`src/rtl/t1p_pkg.sv`:
```
// t1p_pkg: shared types and helpers for the T1P core family.
// Opcode and FSM state enums, flag bit positions, and the predicate that
// tells the fetcher whether an opcode carries a second (operand) byte.
package t1p_pkg;

  typedef enum logic [4:0] {
    OP_NOP     = 5'h00,
    OP_HLT     = 5'h01,
    OP_MOV_R_C = 5'h02,
    OP_MOV_R_M = 5'h03,
    OP_MOV_M_R = 5'h04,
    OP_MOV_R_R = 5'h05,
    OP_ADD_R_C = 5'h06,
    OP_ADD_R_R = 5'h07,
    OP_SUB_R_C = 5'h08,
    OP_SUB_R_R = 5'h09,
    OP_CMP_R_C = 5'h0A,
    OP_CMP_R_R = 5'h0B,
    OP_INC     = 5'h0C,
    OP_DEC     = 5'h0D,
    OP_JMP_C   = 5'h0E,
    OP_JF_C    = 5'h0F,
    OP_IN_R    = 5'h10,
    OP_OUT_R   = 5'h11,
    OP_CALL_C  = 5'h12,
    OP_RET     = 5'h13
  } opcode_e;

  typedef enum logic [2:0] {
    ST_FETCH_OP,
    ST_FETCH_D,
    ST_EXEC,
    ST_MEM,
    ST_IN_WAIT,
    ST_OUT_WAIT,
    ST_HALT
  } state_e;

  // Flag register bit positions.
  localparam int ZF = 0;
  localparam int AF = 1;
  localparam int CF = 2;

  // Two-byte instructions. CALL_C keeps its operand byte even when the
  // call stack is not built, so program layout does not depend on the build.
  function automatic logic has_operand(input logic [4:0] op);
    return (op >= 5'h02 && op <= 5'h0B) || op == 5'h0E || op == 5'h0F || op == 5'h12;
  endfunction

endpackage

```
`src/rtl/t1p_callstack.sv`:
```
// t1p_callstack: small LIFO holding return addresses for CALL_C/RET.
// Only instantiated when T1P_CALLSTACK_EN is defined. Push when full and
// pop when empty are ignored here; the core turns them into a fault.
module t1p_callstack #(
  parameter int DATA_W = 16,
  parameter int DEPTH  = 8
) (
  input  logic              clk,
  input  logic              rst,
  input  logic              push,
  input  logic              pop,
  input  logic [DATA_W-1:0] push_data,
  output logic [DATA_W-1:0] pop_data,
  output logic              full,
  output logic              empty
);

  localparam int IW = (DEPTH > 1) ? $clog2(DEPTH) : 1;
  localparam int CW = $clog2(DEPTH + 1);

  logic [DATA_W-1:0] stack [DEPTH];
  logic [CW-1:0]     count;

  assign full     = (count == CW'(DEPTH));
  assign empty    = (count == '0);
  assign pop_data = stack[IW'(count - CW'(1))];

  // Occupancy counter.
  // NOTE: sequential state uses non-blocking assignments so every flop
  // samples pre-edge values regardless of statement order.
  always_ff @(posedge clk or negedge rst) begin
    if (!rst) begin
      count <= '0;
    end else if (push && !full) begin
      count <= count + CW'(1);
    end else if (pop && !empty) begin
      count <= count - CW'(1);
    end
  end

  // Entry storage.
  // NOTE: storage is not reset; the counter alone defines which entries are
  // valid, and leaving the array out of reset lets it map to plain RAM/flops.
  always_ff @(posedge clk) begin
    if (push && !full) begin
      stack[IW'(count)] <= push_data;
    end
  end

endmodule

```
`src/rtl/t1p_core_hs.sv`:
```
// t1p_core_hs: parametrised T1P core with req/ack memory bus and
// valid/ready I/O ports. Byte-coded ISA: op = ins[4:0], rd = ins[7:5].
// Build option: define T1P_CALLSTACK_EN to enable CALL_C/RET with a
// hardware return stack and the sticky err fault output.
module t1p_core_hs
  import t1p_pkg::*;
#(
  parameter int          DATA_W      = 8,
  parameter int          ADDR_W      = 16,
  parameter int unsigned RESET_IP    = 0,
  parameter int          STACK_DEPTH = 8
) (
  input  logic              clk,
  input  logic              rst,
  output logic              mem_req,
  output logic              mem_we,
  output logic [ADDR_W-1:0] mem_addr,
  output logic [DATA_W-1:0] mem_wdata,
  input  logic [DATA_W-1:0] mem_rdata,
  input  logic              mem_ack,
  input  logic [DATA_W-1:0] in_data,
  input  logic              in_valid,
  output logic              in_ready,
  output logic [DATA_W-1:0] out_data,
  output logic              out_valid,
  input  logic              out_ready,
  output logic              halted,
  output logic              err
);

  localparam logic [ADDR_W-1:0] IP_ONE = ADDR_W'(1);

  state_e            state;
  logic [7:0]        ins;
  logic [DATA_W-1:0] operand;
  logic [ADDR_W-1:0] ip;
  logic [DATA_W-1:0] rf [8];
  logic [2:0]        flags;

  opcode_e           op;
  logic [2:0]        rd;
  logic [DATA_W-1:0] rd_val;
  logic [DATA_W-1:0] b_val;
  logic [DATA_W:0]   sum;
  logic [DATA_W:0]   diff;
  logic [DATA_W-1:0] alu_res;
  logic              wr_res;
  logic [2:0]        flags_n;
  logic [3:0]        cond_vec;
  logic [ADDR_W-1:0] ea;
  logic [ADDR_W-1:0] next_ip;

  assign op       = opcode_e'(ins[4:0]);
  assign rd       = ins[7:5];
  assign rd_val   = rf[rd];
  assign ea       = ADDR_W'({rf[0], operand});
  assign sum      = {1'b0, rd_val} + {1'b0, b_val};
  assign diff     = {1'b0, rd_val} - {1'b0, b_val};
  assign cond_vec = {1'b1, flags[CF], flags[AF], flags[ZF]};

`ifdef T1P_CALLSTACK_EN
  logic              stk_push;
  logic              stk_pop;
  logic              stk_full;
  logic              stk_empty;
  logic [ADDR_W-1:0] stk_top;

  // ip already points past the operand byte, so it is the return address.
  assign stk_push = (state == ST_EXEC) && (op == OP_CALL_C) && !stk_full;
  assign stk_pop  = (state == ST_EXEC) && (op == OP_RET) && !stk_empty;

  t1p_callstack #(
    .DATA_W (ADDR_W),
    .DEPTH  (STACK_DEPTH)
  ) u_callstack (
    .clk       (clk),
    .rst       (rst),
    .push      (stk_push),
    .pop       (stk_pop),
    .push_data (ip),
    .pop_data  (stk_top),
    .full      (stk_full),
    .empty     (stk_empty)
  );
`else
  assign err = 1'b0;
`endif

  // Second ALU operand: register for R_R forms, 1 for INC/DEC, else immediate.
  // NOTE: every always_comb output gets a default first so no path leaves a
  // signal unassigned, which would otherwise infer a latch.
  always_comb begin
    b_val = operand;
    case (op)
      OP_MOV_R_R, OP_ADD_R_R, OP_SUB_R_R, OP_CMP_R_R: b_val = rf[operand[2:0]];
      OP_INC, OP_DEC:                                 b_val = DATA_W'(1);
      default:                                        b_val = operand;
    endcase
  end

  // ALU result, register write-enable and flag update for the EXEC cycle.
  always_comb begin
    alu_res = rd_val;
    wr_res  = 1'b0;
    flags_n = flags;
    case (op)
      OP_MOV_R_C, OP_MOV_R_R: begin
        alu_res = b_val;
        wr_res  = 1'b1;
      end
      OP_ADD_R_C, OP_ADD_R_R, OP_INC: begin
        alu_res     = sum[DATA_W-1:0];
        wr_res      = 1'b1;
        flags_n[ZF] = (sum[DATA_W-1:0] == '0);
        flags_n[CF] = sum[DATA_W];
      end
      OP_SUB_R_C, OP_SUB_R_R, OP_DEC: begin
        alu_res     = diff[DATA_W-1:0];
        wr_res      = 1'b1;
        flags_n[ZF] = (diff[DATA_W-1:0] == '0);
        flags_n[CF] = diff[DATA_W];
      end
      OP_CMP_R_C, OP_CMP_R_R: begin
        flags_n[ZF] = (rd_val == b_val);
        flags_n[AF] = (rd_val > b_val);
        flags_n[CF] = (rd_val < b_val);
      end
      default: ;
    endcase
  end

  // Instruction pointer after EXEC: fall-through, jump target or return address.
  always_comb begin
    next_ip = ip;
    case (op)
      OP_JMP_C: next_ip = ea;
      OP_JF_C:  if (cond_vec[ins[6:5]] == ins[7]) next_ip = ea;
`ifdef T1P_CALLSTACK_EN
      OP_CALL_C: if (!stk_full) next_ip = ea;
      OP_RET:    if (!stk_empty) next_ip = stk_top;
`endif
      default: ;
    endcase
  end

  // Control FSM with registered bus and I/O outputs. Bus-using states re-arm
  // mem_req on exit so the next fetch starts without an idle cycle.
  always_ff @(posedge clk or negedge rst) begin
    if (!rst) begin
      state     <= ST_FETCH_OP;
      ip        <= ADDR_W'(RESET_IP);
      ins       <= '0;
      operand   <= '0;
      flags     <= '0;
      for (int i = 0; i < 8; i++) rf[i] <= '0;
      mem_req   <= 1'b0;
      mem_we    <= 1'b0;
      mem_addr  <= '0;
      mem_wdata <= '0;
      in_ready  <= 1'b0;
      out_data  <= '0;
      out_valid <= 1'b0;
      halted    <= 1'b0;
`ifdef T1P_CALLSTACK_EN
      err       <= 1'b0;
`endif
    end else begin
      case (state)
        ST_FETCH_OP: begin
          if (!mem_req) begin
            // Only reached straight after reset.
            mem_req  <= 1'b1;
            mem_addr <= ip;
          end else if (mem_ack) begin
            ins <= mem_rdata[7:0];
            ip  <= ip + IP_ONE;
            if (has_operand(mem_rdata[4:0])) begin
              state    <= ST_FETCH_D;
              mem_addr <= ip + IP_ONE;
            end else begin
              state   <= ST_EXEC;
              mem_req <= 1'b0;
            end
          end
        end

        ST_FETCH_D: begin
          if (mem_ack) begin
            operand <= mem_rdata;
            ip      <= ip + IP_ONE;
            mem_req <= 1'b0;
            state   <= ST_EXEC;
          end
        end

        ST_EXEC: begin
          if (wr_res) rf[rd] <= alu_res;
          flags    <= flags_n;
          ip       <= next_ip;
          mem_addr <= next_ip;
          mem_req  <= 1'b1;
          state    <= ST_FETCH_OP;
          case (op)
            OP_HLT: begin
              mem_req <= 1'b0;
              halted  <= 1'b1;
              state   <= ST_HALT;
            end
            OP_MOV_R_M: begin
              mem_addr <= ea;
              mem_we   <= 1'b0;
              state    <= ST_MEM;
            end
            OP_MOV_M_R: begin
              mem_addr  <= ea;
              mem_we    <= 1'b1;
              mem_wdata <= rd_val;
              state     <= ST_MEM;
            end
            OP_IN_R: begin
              mem_req  <= 1'b0;
              in_ready <= 1'b1;
              state    <= ST_IN_WAIT;
            end
            OP_OUT_R: begin
              mem_req   <= 1'b0;
              out_valid <= 1'b1;
              out_data  <= rd_val;
              state     <= ST_OUT_WAIT;
            end
`ifdef T1P_CALLSTACK_EN
            OP_CALL_C: begin
              if (stk_full) begin
                mem_req <= 1'b0;
                err     <= 1'b1;
                halted  <= 1'b1;
                state   <= ST_HALT;
              end
            end
            OP_RET: begin
              if (stk_empty) begin
                mem_req <= 1'b0;
                err     <= 1'b1;
                halted  <= 1'b1;
                state   <= ST_HALT;
              end
            end
`endif
            default: ;
          endcase
        end

        ST_MEM: begin
          if (mem_ack) begin
            if (!mem_we) rf[rd] <= mem_rdata;
            mem_we    <= 1'b0;
            mem_wdata <= '0;
            mem_addr  <= ip;
            state     <= ST_FETCH_OP;
          end
        end

        ST_IN_WAIT: begin
          if (in_valid) begin
            rf[rd]   <= in_data;
            in_ready <= 1'b0;
            mem_req  <= 1'b1;
            mem_addr <= ip;
            state    <= ST_FETCH_OP;
          end
        end

        ST_OUT_WAIT: begin
          if (out_ready) begin
            out_valid <= 1'b0;
            mem_req   <= 1'b1;
            mem_addr  <= ip;
            state     <= ST_FETCH_OP;
          end
        end

        ST_HALT: ;

        default: state <= ST_HALT;
      endcase
    end
  end

endmodule

```
`config.mk`:
```
export PLATFORM = sky130hd
export DESIGN_NAME = t1p_core_hs
export DESIGN_NICKNAME = d
export VERILOG_FILES = /design/src/rtl/t1p_pkg.sv /design/src/rtl/t1p_callstack.sv /design/src/rtl/t1p_core_hs.sv
export SDC_FILE = /design/constraint.sdc
export NUM_CORES = 1
export LEC_CHECK = 0
export CELL_PAD_IN_SITES_DETAIL_PLACEMENT = 1
export CELL_PAD_IN_SITES_GLOBAL_PLACEMENT = 1
export CORE_MARGIN = 2
export CORE_UTILIZATION = 35
export DETAILED_ROUTE_END_ITERATION = 6
export PLACE_DENSITY_LB_ADDON = 0.1
export SETUP_SLACK_MARGIN = 0.3
export SLEW_MARGIN = 10
export SYNTH_ARGS = -nofsm -noshare
export SYNTH_HDL_FRONTEND = slang
export SYNTH_HIERARCHICAL = 1
export SYNTH_SLANG_ARGS = --single-unit
```
`constraint.sdc`:
```
create_clock -name clk -period 6.3 [get_ports clk]
set_clock_uncertainty 0.15 [all_clocks]
set_input_delay 1.26 -clock clk [delete_from_list [all_inputs] [get_ports clk]]
set_output_delay 1.26 -clock clk [all_outputs]
set_load 0.01 [all_outputs]
```
# Word-level counts from Yosys, hierarchy flattened
# Cells that the tools add are included.
[word_totals] out_inout_bits=38 register_bits=139 input_bits=21
[op_classes] n_eq_ne=42 add_sub_neg=3 n_reduce_logical=40 muxes=64 n_bitwise=3 n_lt_le_gt_ge=8
[ops] cell="2-to-1 mux 64 bit" n=4
[ops] cell="bitwise mux 64 bit" n=3
[ops] cell="one-hot mux 64 bit (3 select lines)" n=1
[ops] cell="2-to-1 mux 16 bit" n=10
[ops] cell="one-hot mux 16 bit (5 select lines)" n=1
[ops] cell="2-to-1 mux 8 bit" n=7
[ops] cell="== test 5 x 4 -> 1 bit, second input constant" n=10
[ops] cell="binary-select mux 8 bit (select 3 bit)" n=2
[ops] cell="one-hot mux 16 bit (3 select lines)" n=1
[ops] cell="one-hot mux 16 bit (2 select lines)" n=1
[ops] cell="one-hot mux 8 bit (2 select lines)" n=2
[ops] cell="demux 8 bit (select 3 bit)" n=1
[ops] cell="one-hot mux 8 bit (3 select lines)" n=1
[ops] cell="!= test 2 bit, second input constant" n=11
[ops] cell="one-hot mux 3 bit (7 select lines)" n=1
[ops] cell="== test 5 x 3 -> 1 bit, second input constant" n=4
[ops] cell="2-to-1 mux 3 bit" n=6
[ops] cell="adder 16 x 1 -> 16 bit, second input constant" n=1
[ops] cell="logical NOT 8 bit" n=2
[ops] cell="== test 5 bit, second input constant" n=3
[ops] cell="AND reduction 3 bit" n=5
[ops] cell="2-to-1 mux 1 bit" n=13
[ops] cell="one-hot mux 3 bit (4 select lines)" n=1
[ops] cell="AND reduction 2 bit" n=6
[ops] cell="other kinds (38)" n=63

# Longest topological paths before layout
[depth] ltp_word=10 ltp_mapped=15 mapped_depth_nobuf=13

# Worst setup path after synthesis
# No wires, ideal clock.
[synth_timing] path_kind="register -> register" startpoint="register ins[5]" endpoint="register (tool-made name)" n_path_buf=4 arrival_ns=3.419 path_slack_ns=2.665 path_stages_with_launch=16 period_less_slack_ns=3.635 t_required_ns=6.084 cell_sequence="dfrtp_1 -> buf_4 -> buf_2 -> buf_2 -> mux2_2 -> a22oi_1 -> o21a_1 -> inv_1 -> ha_1 -> clkbuf_1 -> nor4_1 -> o31a_1 -> o31a_1 -> o21ai_0 -> a22oi_1 -> mux2_2"
[synth_rtl] element="start: declaration" line_no="t1p_core_hs.sv:34" text="logic [7:0] ins;"
[synth_rtl] element="start signal: assignment" line_no="t1p_core_hs.sv:175" text="ins <= mem_rdata[7:0];"

==> reports/qor.csv <==
stage;metric;value;unit
status;status;finished, final reports clean;
layout;final_common_cell;dfrtp_1;
setup_path;path_class;reg -> reg;
setup_path;cp-end-kind;register;
clocking;htreeDepth;4;
grt;grt_pass1_wl;53.1;mm
setup_path;cp_slowest_stage_delay;1.07;ns
die;die_w;169;um
clocking;cts_tree;yes;
timing;fin_crit_sh;0.778;
routing;wl_met3;1.73;mm
routing;met1_length;16.1;mm
timing;report.final.slew_viol_count;0;
synth;synthCells;1017;
die;core;0.0268;mm^2
synth;async_flop_share;1.00;
synth;yosys.cell_types.count;91;
synth;ys_ff_latch;139;
min_path;hold-path-cell-count;1;
clocking;clockBufferDepth;2;
timing;finalHoldViolCount;0;
synth;ys_warn_count;6;
placement;dp_hpwl;25.3;mm
clocking;clkTransAtPathRegs;0.07;ns
timing;period_needed;4.90;ns
grt;overflow;0;
routing;drt_wl_total;34.3;mm
clocking;cts_setup_buffers;0;
timing;hold_ws;0.314;ns
routing;drc;0;
min_path;min_path_type;reg -> reg;
grt;grt_max_degree;53;
clocking;cts.repair.resized;0;
setup_path;cp_data_required_time;6.52;ns
layout;final_cell_mix;dfrtp_1, nor2_1, a21oi_1, nand2_1, o21ai_0;
layout;synthToLayoutAreaGrowth;14.8;%
routing;postRouteAntennaNets;0;
routing;top_layer;met4;
setup_path;reg2reg_depth;11;
layout;fin_nets;1077;
synth;synth_flop_cell;dfrtp_1;
layout;n_antenna_cell;0;
routing;vias;8425;
placement;placed_cells;1358;
synth;seq_area_frac_synth;0.366;
die;initial_core_util;0.355;
clocking;postCtsHoldBufs;0;
setup_path;cp_common_cell;o31a_1;
die;dieArea;0.0285;mm^2
setup_path;cp_slowest_cell;dfrtp_1;
clocking;cts.sinks;139;
synth;synth_fp_nets;1058;
grt;grt_pass1_vias;8392;
layout;final_util;0.407;
routing;dr_wl_met2;15.8;mm
die;io_pins;59;
timing;relSlewSlack;0.266;
clocking;cts_made_buffers;17;
timing;max_freq;0.204;GHz
routing;drt_pass1_iterations;5;
setup_path;path_max_fanout;32;
timing;tightestPinTransition;1.09;ns
timing;final.setup.tns;0;ns
synth;syn_area;0.00951;mm^2
die;die_y;169;um
placement;place.gp.congestion;0.898;
setup_path;worstPathArrival;5.12;ns
layout;fin_cells;1390;
routing;wl_per_cell;24.7;um
clocking;clock_latency;0.43;ns
setup_path;worstSetupStartpointType;register;
synth;synth_edf_count;0;
synth;syn_avg_cell_area;9.35;um^2
layout;layout-drive-gt1-share;0.133;
placement;numPortBuffers;57;
timing;setup_viol;0;
routing;viasPerCell;6.06;
job;drv_cap;0;
die;rows;60;
clocking;cts-root-buf;clkbuf_16;
grt;track_usage;0.246;
grt;antenna_found_initial;0;
routing;drt_iter0_drc;807;
timing;rsz0062_at_grt;false;
setup_path;path_cells;nor2_1 > a221o_1 > a21oi_1 > inv_1 > ha_1 > nor4_1 > o31a_1 > o31a_1 > o21ai_0 > a22oi_1 > mux2_2;
==> worst paths after layout <==
| path | slack [ns] | endpoint | from |
|---|---|---|---|
| max | 1.40 | register | ins[6] |
| min | 0.31 | halted | halted |
| max reg2reg | 1.40 | register | ins[6] |
| min reg2reg | 0.31 | halted | halted |
| max in group asynchronous | 4.32 | operand[1] | rst |
| min in group asynchronous | 0.57 | out_data[6] | rst |
==> area by class of cell <==
class                   instances  area [um^2]
fillers                      3024        15900
multi-input cells             769         5530
flip-flops and latches        139         3480
repair buffers                 78          729
clock buffers                  19          443
well taps                     341          427
clock inverters                13          191
inverters                      31          116
==> through the flow <==
stage	setup WS (ns)	instance area, um^2
2_1_floorplan	2.66	9510
3_3_place_gp	1.60	10300
3_5_place_dp	1.42	10300
4_1_cts	1.41	10900
5_1_grt	0.968	10900
6_report	1.40	10900
==> cells by family after synthesis <==
logic type / synth area share
flip-flops: 0.366
multiplexers: 0.134
XOR/XNOR: 0.0101
AND/OR/NAND/NOR: 0.180
other: 0.000394
AO/OA/AOI/OAI: 0.228
adder cells (fa/ha/maj): 0.0279
buffers and inverters: 0.0534
==> metal layers <==
layer  up-vias  global-route usage
li1       3852                   -
met1      4267               0.354
met2       263               0.387
met3        43              0.0355
met4         0              0.0675
met5         -                   0
==> worst max-delay path, delay by kind of cell, from the launching register on <==
family / cells / cell delay, ns
AO/OA/AOI/OAI: 6 / 1.83
adder cells (fa/ha/maj): 1 / 0.49
buffers and inverters: 1 / 0.20
flip-flops: 1 / 1.07
multiplexers: 1 / 0.27
AND/OR/NAND/NOR: 2 / 0.82
==> Yosys cell counts (all sizes together), types with 7 or more instances <==
library cell / instances / area share
nand3b: 7 / 0.0055
mux2i: 23 / 0.024
nor4: 10 / 0.0099
o22ai: 23 / 0.015
xnor2: 9 / 0.0083
a221oi: 12 / 0.012
nand4: 12 / 0.0079
a211oi: 9 / 0.0071
o21ai: 72 / 0.038
o31ai: 11 / 0.010
buf: 38 / 0.025
nor2: 93 / 0.038
mux2: 50 / 0.060
nor3b: 9 / 0.0076
nor2b: 10 / 0.0066
nand2: 63 / 0.025
clkbuf: 40 / 0.016
inv: 31 / 0.012
nand3: 32 / 0.017
o21a: 10 / 0.0079
a221o: 7 / 0.0074
and2: 13 / 0.0086
a21oi: 66 / 0.037
mux4: 19 / 0.051
nor3: 17 / 0.0089
dfrtp: 139 / 0.37
a31oi: 35 / 0.023
o221ai: 7 / 0.010
a22o: 7 / 0.0066
nand2b: 21 / 0.014
a22oi: 12 / 0.0095
and3: 12 / 0.0079
ha: 18 / 0.024
Power is not shown: default switching activity piles up to over one toggle a cycle in this logic, so the estimate is an artifact.
